### src/rtl/key_event_queue_if.sv
// Consumer-side event handshake of the keypad event queue.
// The queue drives the head event (master); the terminal controller accepts it (slave).
interface key_event_queue_if #(
  parameter int CODE_W = 3
);
  logic              EvValid;
  logic [CODE_W-1:0] EvCode;
  logic              EvRepeat;
  logic              EvReady;

  modport master (
    output EvValid,
    output EvCode,
    output EvRepeat,
    input  EvReady
  );

  modport slave (
    input  EvValid,
    input  EvCode,
    input  EvRepeat,
    output EvReady
  );
endinterface

### src/rtl/key_event_queue.sv
// Keypad event queue for the sale terminal.
// Turns debounced key levels into press events (one per rising edge) plus
// auto-repeat events for the most recently pressed key while it stays held,
// and buffers them in a small first-word-fall-through FIFO for the controller.
module key_event_queue #(
  parameter int NUM_KEYS      = 8,
  parameter int CODE_W        = 3,
  parameter int HOLD_CYCLES   = 1000,
  parameter int REPEAT_CYCLES = 250,
  parameter int CNT_W         = 16,
  parameter int FIFO_DEPTH    = 4
) (
  input  logic                          CLK,
  input  logic                          RST_N,
  input  logic [NUM_KEYS-1:0]           KeyLevel,
  key_event_queue_if.master             ev,
  output logic [$clog2(FIFO_DEPTH):0]   FifoCount,
  output logic                          Overflow
);

  localparam int PTR_W  = $clog2(FIFO_DEPTH);
  localparam int CNT_FW = PTR_W + 1;
  localparam int ENT_W  = CODE_W + 1;

  localparam logic [CNT_W-1:0]  HOLD_LAST  = CNT_W'(HOLD_CYCLES - 1);
  localparam logic [CNT_W-1:0]  REP_LAST   = CNT_W'(REPEAT_CYCLES - 1);
  localparam logic [CNT_FW-1:0] DEPTH_FULL = CNT_FW'(FIFO_DEPTH);

  // Elaboration-time guards on parameter combinations the logic relies on.
  if ((2 ** CODE_W) < NUM_KEYS) begin : g_chk_code
    $error("key_event_queue: CODE_W too narrow for NUM_KEYS");
  end
  if ((HOLD_CYCLES < 2) || (REPEAT_CYCLES < 2)) begin : g_chk_timing
    $error("key_event_queue: HOLD_CYCLES and REPEAT_CYCLES must be >= 2");
  end
  if ((2 ** PTR_W) != FIFO_DEPTH || FIFO_DEPTH < 2) begin : g_chk_depth
    $error("key_event_queue: FIFO_DEPTH must be a power of two >= 2");
  end
  if (((2 ** CNT_W) <= HOLD_CYCLES) || ((2 ** CNT_W) <= REPEAT_CYCLES)) begin : g_chk_cnt
    $error("key_event_queue: CNT_W too narrow for hold/repeat periods");
  end

  typedef enum logic [1:0] {
    S_IDLE   = 2'd0,
    S_HOLD   = 2'd1,
    S_REPEAT = 2'd2
  } state_t;

  // Key edge detection and pending press mask
  logic [NUM_KEYS-1:0] key_prev_q;
  logic [NUM_KEYS-1:0] pending_q, pending_d;
  logic [NUM_KEYS-1:0] press;

  // Hold / repeat tracking of the last pressed key
  state_t              state_q, state_d;
  logic [CNT_W-1:0]    cnt_q, cnt_d;
  logic [CODE_W-1:0]   track_q, track_d;
  logic                rep_pend_q, rep_pend_d;

  // Push arbiter results
  logic                pend_hit;
  logic [CODE_W-1:0]   pend_idx;
  logic [NUM_KEYS-1:0] grant_oh;
  logic                push_valid;
  logic                push_rep;
  logic [CODE_W-1:0]   push_code;
  logic                key_rel;

  // Event FIFO
  logic [ENT_W-1:0]    mem [FIFO_DEPTH];
  logic [PTR_W-1:0]    wr_ptr_q, rd_ptr_q;
  logic [CNT_FW-1:0]   count_q, count_d;
  logic                ovf_q;
  logic                pop;
  logic                push_ok;
  logic                drop;
  logic [ENT_W-1:0]    head;

  assign press   = KeyLevel & ~key_prev_q;
  assign key_rel = ~KeyLevel[track_q];

  // Arbiter: pick the lowest-index pending press; a repeat only goes when no press waits.
  always_comb begin
    pend_hit = 1'b0;
    pend_idx = '0;
    grant_oh = '0;
    for (int i = NUM_KEYS - 1; i >= 0; i--) begin
      if (pending_q[i]) begin
        pend_hit = 1'b1;
        pend_idx = CODE_W'(i);
      end
    end
    if (pend_hit) begin
      grant_oh[pend_idx] = 1'b1;
    end
    push_valid = pend_hit | rep_pend_q;
    push_rep   = ~pend_hit;
    push_code  = pend_hit ? pend_idx : track_q;
  end

  // Pending mask: attempted key leaves the mask; a fresh rising edge (re)arms it.
  always_comb begin
    pending_d = (pending_q & ~grant_oh) | press;
  end

  // Hold/repeat next state: a press push restarts timing on that key and beats a release.
  always_comb begin
    state_d    = state_q;
    cnt_d      = cnt_q;
    track_d    = track_q;
    rep_pend_d = rep_pend_q & pend_hit;   // a repeat attempt happens only when no press is pending
    if (pend_hit) begin
      state_d = S_HOLD;
      track_d = pend_idx;
      cnt_d   = '0;
    end else if (key_rel) begin
      state_d    = S_IDLE;
      rep_pend_d = 1'b0;
    end else begin
      unique case (state_q)
        S_HOLD: begin
          if (cnt_q == HOLD_LAST) begin
            rep_pend_d = 1'b1;
            cnt_d      = '0;
            state_d    = S_REPEAT;
          end else begin
            cnt_d = cnt_q + 1'b1;
          end
        end
        S_REPEAT: begin
          if (cnt_q == REP_LAST) begin
            rep_pend_d = 1'b1;
            cnt_d      = '0;
          end else begin
            cnt_d = cnt_q + 1'b1;
          end
        end
        default: begin
          state_d = S_IDLE;
        end
      endcase
    end
  end

  // FIFO control: a full FIFO still takes a push when the head leaves in the same cycle.
  always_comb begin
    pop     = (count_q != '0) & ev.EvReady;
    push_ok = push_valid & ((count_q != DEPTH_FULL) | pop);
    drop    = push_valid & ~push_ok;
    count_d = count_q;
    unique case ({push_ok, pop})
      2'b10:   count_d = count_q + 1'b1;
      2'b01:   count_d = count_q - 1'b1;
      default: count_d = count_q;
    endcase
  end

  // FSM state register
  always_ff @(posedge CLK or negedge RST_N) begin
    if (!RST_N) begin
      state_q <= S_IDLE;
    end else begin
      state_q <= state_d;
    end
  end

  // Control registers: edge history, pending mask, repeat timing, FIFO pointers, sticky overflow.
  always_ff @(posedge CLK or negedge RST_N) begin
    if (!RST_N) begin
      key_prev_q <= '0;
      pending_q  <= '0;
      cnt_q      <= '0;
      track_q    <= '0;
      rep_pend_q <= 1'b0;
      wr_ptr_q   <= '0;
      rd_ptr_q   <= '0;
      count_q    <= '0;
      ovf_q      <= 1'b0;
    end else begin
      key_prev_q <= KeyLevel;
      pending_q  <= pending_d;
      cnt_q      <= cnt_d;
      track_q    <= track_d;
      rep_pend_q <= rep_pend_d;
      count_q    <= count_d;
      if (push_ok) begin
        wr_ptr_q <= wr_ptr_q + 1'b1;
      end
      if (pop) begin
        rd_ptr_q <= rd_ptr_q + 1'b1;
      end
      if (drop) begin
        ovf_q <= 1'b1;
      end
    end
  end

  // Event storage: payload only, never read while empty so it needs no reset.
  always_ff @(posedge CLK) begin
    if (push_ok) begin
      mem[wr_ptr_q] <= {push_rep, push_code};
    end
  end

  // Head presentation: zeroed when empty, otherwise held until popped.
  always_comb begin
    head        = mem[rd_ptr_q];
    ev.EvValid  = (count_q != '0);
    ev.EvCode   = ev.EvValid ? head[CODE_W-1:0] : '0;
    ev.EvRepeat = ev.EvValid ? head[CODE_W] : 1'b0;
    FifoCount   = count_q;
    Overflow    = ovf_q;
  end

endmodule

### src/flat_wrapper.sv
// flat-port wrapper written by rule: the top's interface ports become plain ports
module key_event_queue_flat 
#(
  parameter int NUM_KEYS      = 8,
  parameter int CODE_W        = 3,
  parameter int HOLD_CYCLES   = 1000,
  parameter int REPEAT_CYCLES = 250,
  parameter int CNT_W         = 16,
  parameter int FIFO_DEPTH    = 4
)
  (CLK, RST_N, KeyLevel, FifoCount, Overflow, ev_EvValid, ev_EvCode, ev_EvRepeat, ev_EvReady);
  key_event_queue_if #(.CODE_W(CODE_W)) ev_i ();
  input  logic CLK;
  input  logic RST_N;
  input  logic [NUM_KEYS-1:0] KeyLevel;
  output logic [$clog2(FIFO_DEPTH):0] FifoCount;
  output logic Overflow;
  output wire logic [$bits(ev_i.EvValid)-1:0] ev_EvValid;
  output wire logic [$bits(ev_i.EvCode)-1:0] ev_EvCode;
  output wire logic [$bits(ev_i.EvRepeat)-1:0] ev_EvRepeat;
  input wire logic [$bits(ev_i.EvReady)-1:0] ev_EvReady;
  assign ev_EvValid = ev_i.EvValid;
  assign ev_EvCode = ev_i.EvCode;
  assign ev_EvRepeat = ev_i.EvRepeat;
  assign ev_i.EvReady = ev_EvReady;
  key_event_queue #(.NUM_KEYS(NUM_KEYS), .CODE_W(CODE_W), .HOLD_CYCLES(HOLD_CYCLES), .REPEAT_CYCLES(REPEAT_CYCLES), .CNT_W(CNT_W), .FIFO_DEPTH(FIFO_DEPTH)) u_core (.CLK(CLK), .RST_N(RST_N), .KeyLevel(KeyLevel), .ev(ev_i), .FifoCount(FifoCount), .Overflow(Overflow));
endmodule
### config.mk
export PLATFORM = sky130hd
export DESIGN_NAME = key_event_queue_flat
export DESIGN_NICKNAME = d
export VERILOG_FILES = /design/src/rtl/key_event_queue_if.sv /design/src/rtl/key_event_queue.sv /design/src/flat_wrapper.sv
export SDC_FILE = /design/constraint.sdc
export NUM_CORES = 1
export LEC_CHECK = 0
export ABC_AREA = 1
export CAP_MARGIN = 20
export CORE_ASPECT_RATIO = 0.8
export CORE_UTILIZATION = 35
export DETAILED_ROUTE_END_ITERATION = 10
export PLACE_DENSITY = 0.6
export SLEW_MARGIN = 20
export SYNTH_ARGS = -nofsm -noshare
export SYNTH_HDL_FRONTEND = slang
export SYNTH_SLANG_ARGS = --single-unit
### constraint.sdc
create_clock -name CLK -period 4.6 [get_ports CLK]
set_clock_uncertainty 0.2 [all_clocks]
set_input_delay 0.46 -clock CLK [delete_from_list [all_inputs] [get_ports CLK]]
set_output_delay 0.46 -clock CLK [all_outputs]
set_load 0.005 [all_outputs]
==> impl_metrics.env <==
export IMPL_status="completed"
export IMPL_avgSynthCellArea_um2=8.39
export IMPL_seq_power_share=0.395
export IMPL_cp_required_ps=3940
export IMPL_gr_total_overflow=0
export IMPL_core_area_mm2=0.00911
export IMPL_synthTopCellsByArea="dfrtp_1 (35%), edfxtp_1 (15%), nand2_1 (9.2%)"
export IMPL_cts_resized_gates=0
export IMPL_fp_dieW_um=110
export IMPL_place_gp_congestion=0.915
export IMPL_route_vias_total=2597
export IMPL_synth_edf_count=16
export IMPL_synth_seq_cells=62
export IMPL_critPathKind="register to primary output"
export IMPL_critPathArrivalTime_ps=1920
export IMPL_initial_core_util=0.362
export IMPL_port_buffers=19
export IMPL_synth_top_area_frac=0.349
export IMPL_ys_warn_count=0
export IMPL_hold_buffers=0
export IMPL_p_total_mw=1.90
export IMPL_worst_path_max_delay_cell="clkdlybuf4s50_1"
export IMPL_remaining_drc_errors=0
export IMPL_r2r_cells=11
export IMPL_antenna_diode_count=0
export IMPL_viasPerCell=4.81
export IMPL_cts_made_buffers=9
export IMPL_p_int_mw=1.35
export IMPL_tightest_slew_ps=602
export IMPL_critical_path_max_stage_delay_ps=520
export IMPL_netlist_area_mm2=0.00330
export IMPL_ys_flop_type="dfrtp_1"
export IMPL_cts_tree="built"
export IMPL_setup_viol=0
export IMPL_peakVddDrop_mv=0.266
export IMPL_cellPowerDensity_mw_per_mm2=486
export IMPL_drt_wl_total_mm=6.97
export IMPL_rows=31
export IMPL_syn_nets=413
export IMPL_ios=20
export IMPL_reg2reg_to="u_core.FifoCount[2]$_DFFE_PN0P_"
export IMPL_first_global_vias=2404
export IMPL_clk_latency_ps=320
export IMPL_grt_max_degree=47
export IMPL_cap_violations=0
export IMPL_nets=440
export IMPL_final_antenna_net_count=0
export IMPL_path_clk_slew_ps=60
export IMPL_cts_htree_levels=3
export IMPL_syn_to_final_growth_pct=18.6
export IMPL_switchingPower_uw=546
export IMPL_timing_final_crit_share=0.560
export IMPL_seq_area_frac_synth=0.495
export IMPL_clkPwrFrac=0.376
export IMPL_clock_sinks=62
export IMPL_netlist_instances=393
export IMPL_grt_first_pass_wirelength_mm=11.9
export IMPL_crit_fanout=10
export IMPL_die_y_um=88.8
export IMPL_r2r_setup_slack_ps=2430
export IMPL_antenna_found_initial=0
export IMPL_hold_class="input pin to async pin"
export IMPL_worstSetupStartpointType="register"
export IMPL_rsz0062_at_grt="false"
export IMPL_end_kind="primary output"
export IMPL_wire_per_inst_um=12.9
export IMPL_maxSlewViolCount=0
export IMPL_combPwrFrac=0.229
export IMPL_drtIter0Drc=195
export IMPL_min_period_ps=2580
export IMPL_max_slew_margin=0.599
export IMPL_p_sw_frac=0.287
export IMPL_crit_chain="inv_1 -> o21ai_0 -> a21oi_1 -> clkdlybuf4s50_1"
export IMPL_grt_usage=0.156
export IMPL_r2r_start="u_core.pending_q[1]$_DFF_PN0_"
export IMPL_dp_hpwl_mm=5.01
export IMPL_cts_root_buf="clkbuf_16"
export IMPL_drive_gt1_frac=0.111
export IMPL_dieArea_mm2=0.00981
export IMPL_finalSetupTns_ps=0
export IMPL_synthArstFlopShare=0.742
export IMPL_yosysTopAreaCell="dfrtp_1"
export IMPL_post_cts_buffers=0
export IMPL_max_freq_ghz=0.388
export IMPL_hold_viol=0
export IMPL_synth_cell_type_count=30
export IMPL_p_leak_nw=1.87
export IMPL_first_pass_iters=4
export IMPL_cts_buffer_depth=2
[kinds of logic (layout without fill, tap and decap cells)]
| kind of cell | Yosys count | after routing | share of synthesized area |
|---|---|---|---|
| simple gates | 192 | 192 | 0.279 |
| buf+inv | 78 | 110 | 0.0957 |
| flops | 62 | 62 | 0.495 |
| compound gates | 47 | 47 | 0.0809 |
| fa+ha+maj | 9 | 9 | 0.0364 |
| xor+xnor | 5 | 5 | 0.0133 |
[placed cells by master (no fill, tap or decap), types with 5 or more instances in the layout]
master           count
nand2_1             81
inv_1               65
nor2_1              50
dfrtp_1             46
nand3_1             33
clkdlybuf4s50_1     18
o21ai_0             17
edfxtp_1            16
a21oi_1             13
inv_2                9
clkbuf_16            9
ha_1                 8
nand3_2              6
o22ai_1              6
o21ai_1              6
xor2_1               5
nand4_1              5
[power by group through the flow]
stage	sequential (mW)	clock, mW	combinational, mW
after global placement	0.761	0	0.435
after CTS	0.749	0.723	0.439
after floorplan	0.734	0	0.270
after detailed placement	0.758	0	0.436
final	0.751	0.714	0.435
after global routing	0.761	0.752	0.497
[flip-flops by register name (all words and copies together) (netlist names), named ones only]
| register | flops |
|---|---|
| u_core.cnt_q | 16 |
| u_core.mem | 16 |
| u_core.key_prev_q | 8 |
| u_core.pending_q | 8 |
| u_core.FifoCount | 3 |
| u_core.track_q | 3 |
| u_core.rd_ptr_q | 2 |
| u_core.state_q | 2 |
| u_core.wr_ptr_q | 2 |
| u_core.Overflow | 1 |
[metal layers]
metal	global-route usage	vias to the layer above	wire length (um)
met1	0.224	1200	3580
met2	0.229	86	2920
met4	0.0606	0	59
met3	0.0356	5	413
li1	-	1306	-
met5	0	-	0
[cells in the mapped netlist, drive strengths merged (2+ instances only)]
master and instances:
buf 3, ha 8, nor3 6, edfxtp 16, nand3 41, o22ai 6, nand2 85, xor2 5
dfrtp 46, inv 74, nand4 5, o21ai 24, o21bai 2, a21oi 13, nor2 55
[through the flow]
stage	hold slack (ps)	area [um^2]	util	setup slack, ps	std cells
after CTS	53.7	3910	0.429	2050	540
after detailed placement	186	3590	0.394	2350	524
after global placement	184	3590	0.394	2370	524
after global routing	78.6	3910	0.429	1890	540
final	17.7	3910	0.429	2020	540
after floorplan	-35.6	3300	-	2730	393
[critical path: cells and delay by family (launching register included)]
family / cells / cell delay [ps]
AOI/OAI and AO/OA: 2 / 330
buffers and inverters: 2 / 770
DFF: 1 / 490
[worst max path at each step]
stage / startpoint / to
floorplan: u_core.pending_q[1]$_DFF_PN0_ / u_core.FifoCount[2]$_DFFE_PN0P_
global placement: u_core.rd_ptr_q[0]$_DFFE_PN0P_ / ev_EvRepeat
detailed placement: ev_EvReady / u_core.FifoCount[2]$_DFFE_PN0P_
CTS: u_core.rd_ptr_q[0]$_DFFE_PN0P_ / ev_EvCode[1]
global route: u_core.rd_ptr_q[0]$_DFFE_PN0P_ / ev_EvCode[1]
finish: u_core.rd_ptr_q[0]$_DFFE_PN0P_ / ev_EvCode[1]
[area by class of cell]
class / instances / area [um^2]
clock inverter: 6 / 83.8
timing repair buffer: 20 / 193
clock buffer: 10 / 229
sequential: 62 / 1630
tap: 115 / 144
multi-input combinational: 253 / 1350
fill: 857 / 5210
inverter: 74 / 278
No activity file was read; power rests on OpenSTA's default activity.
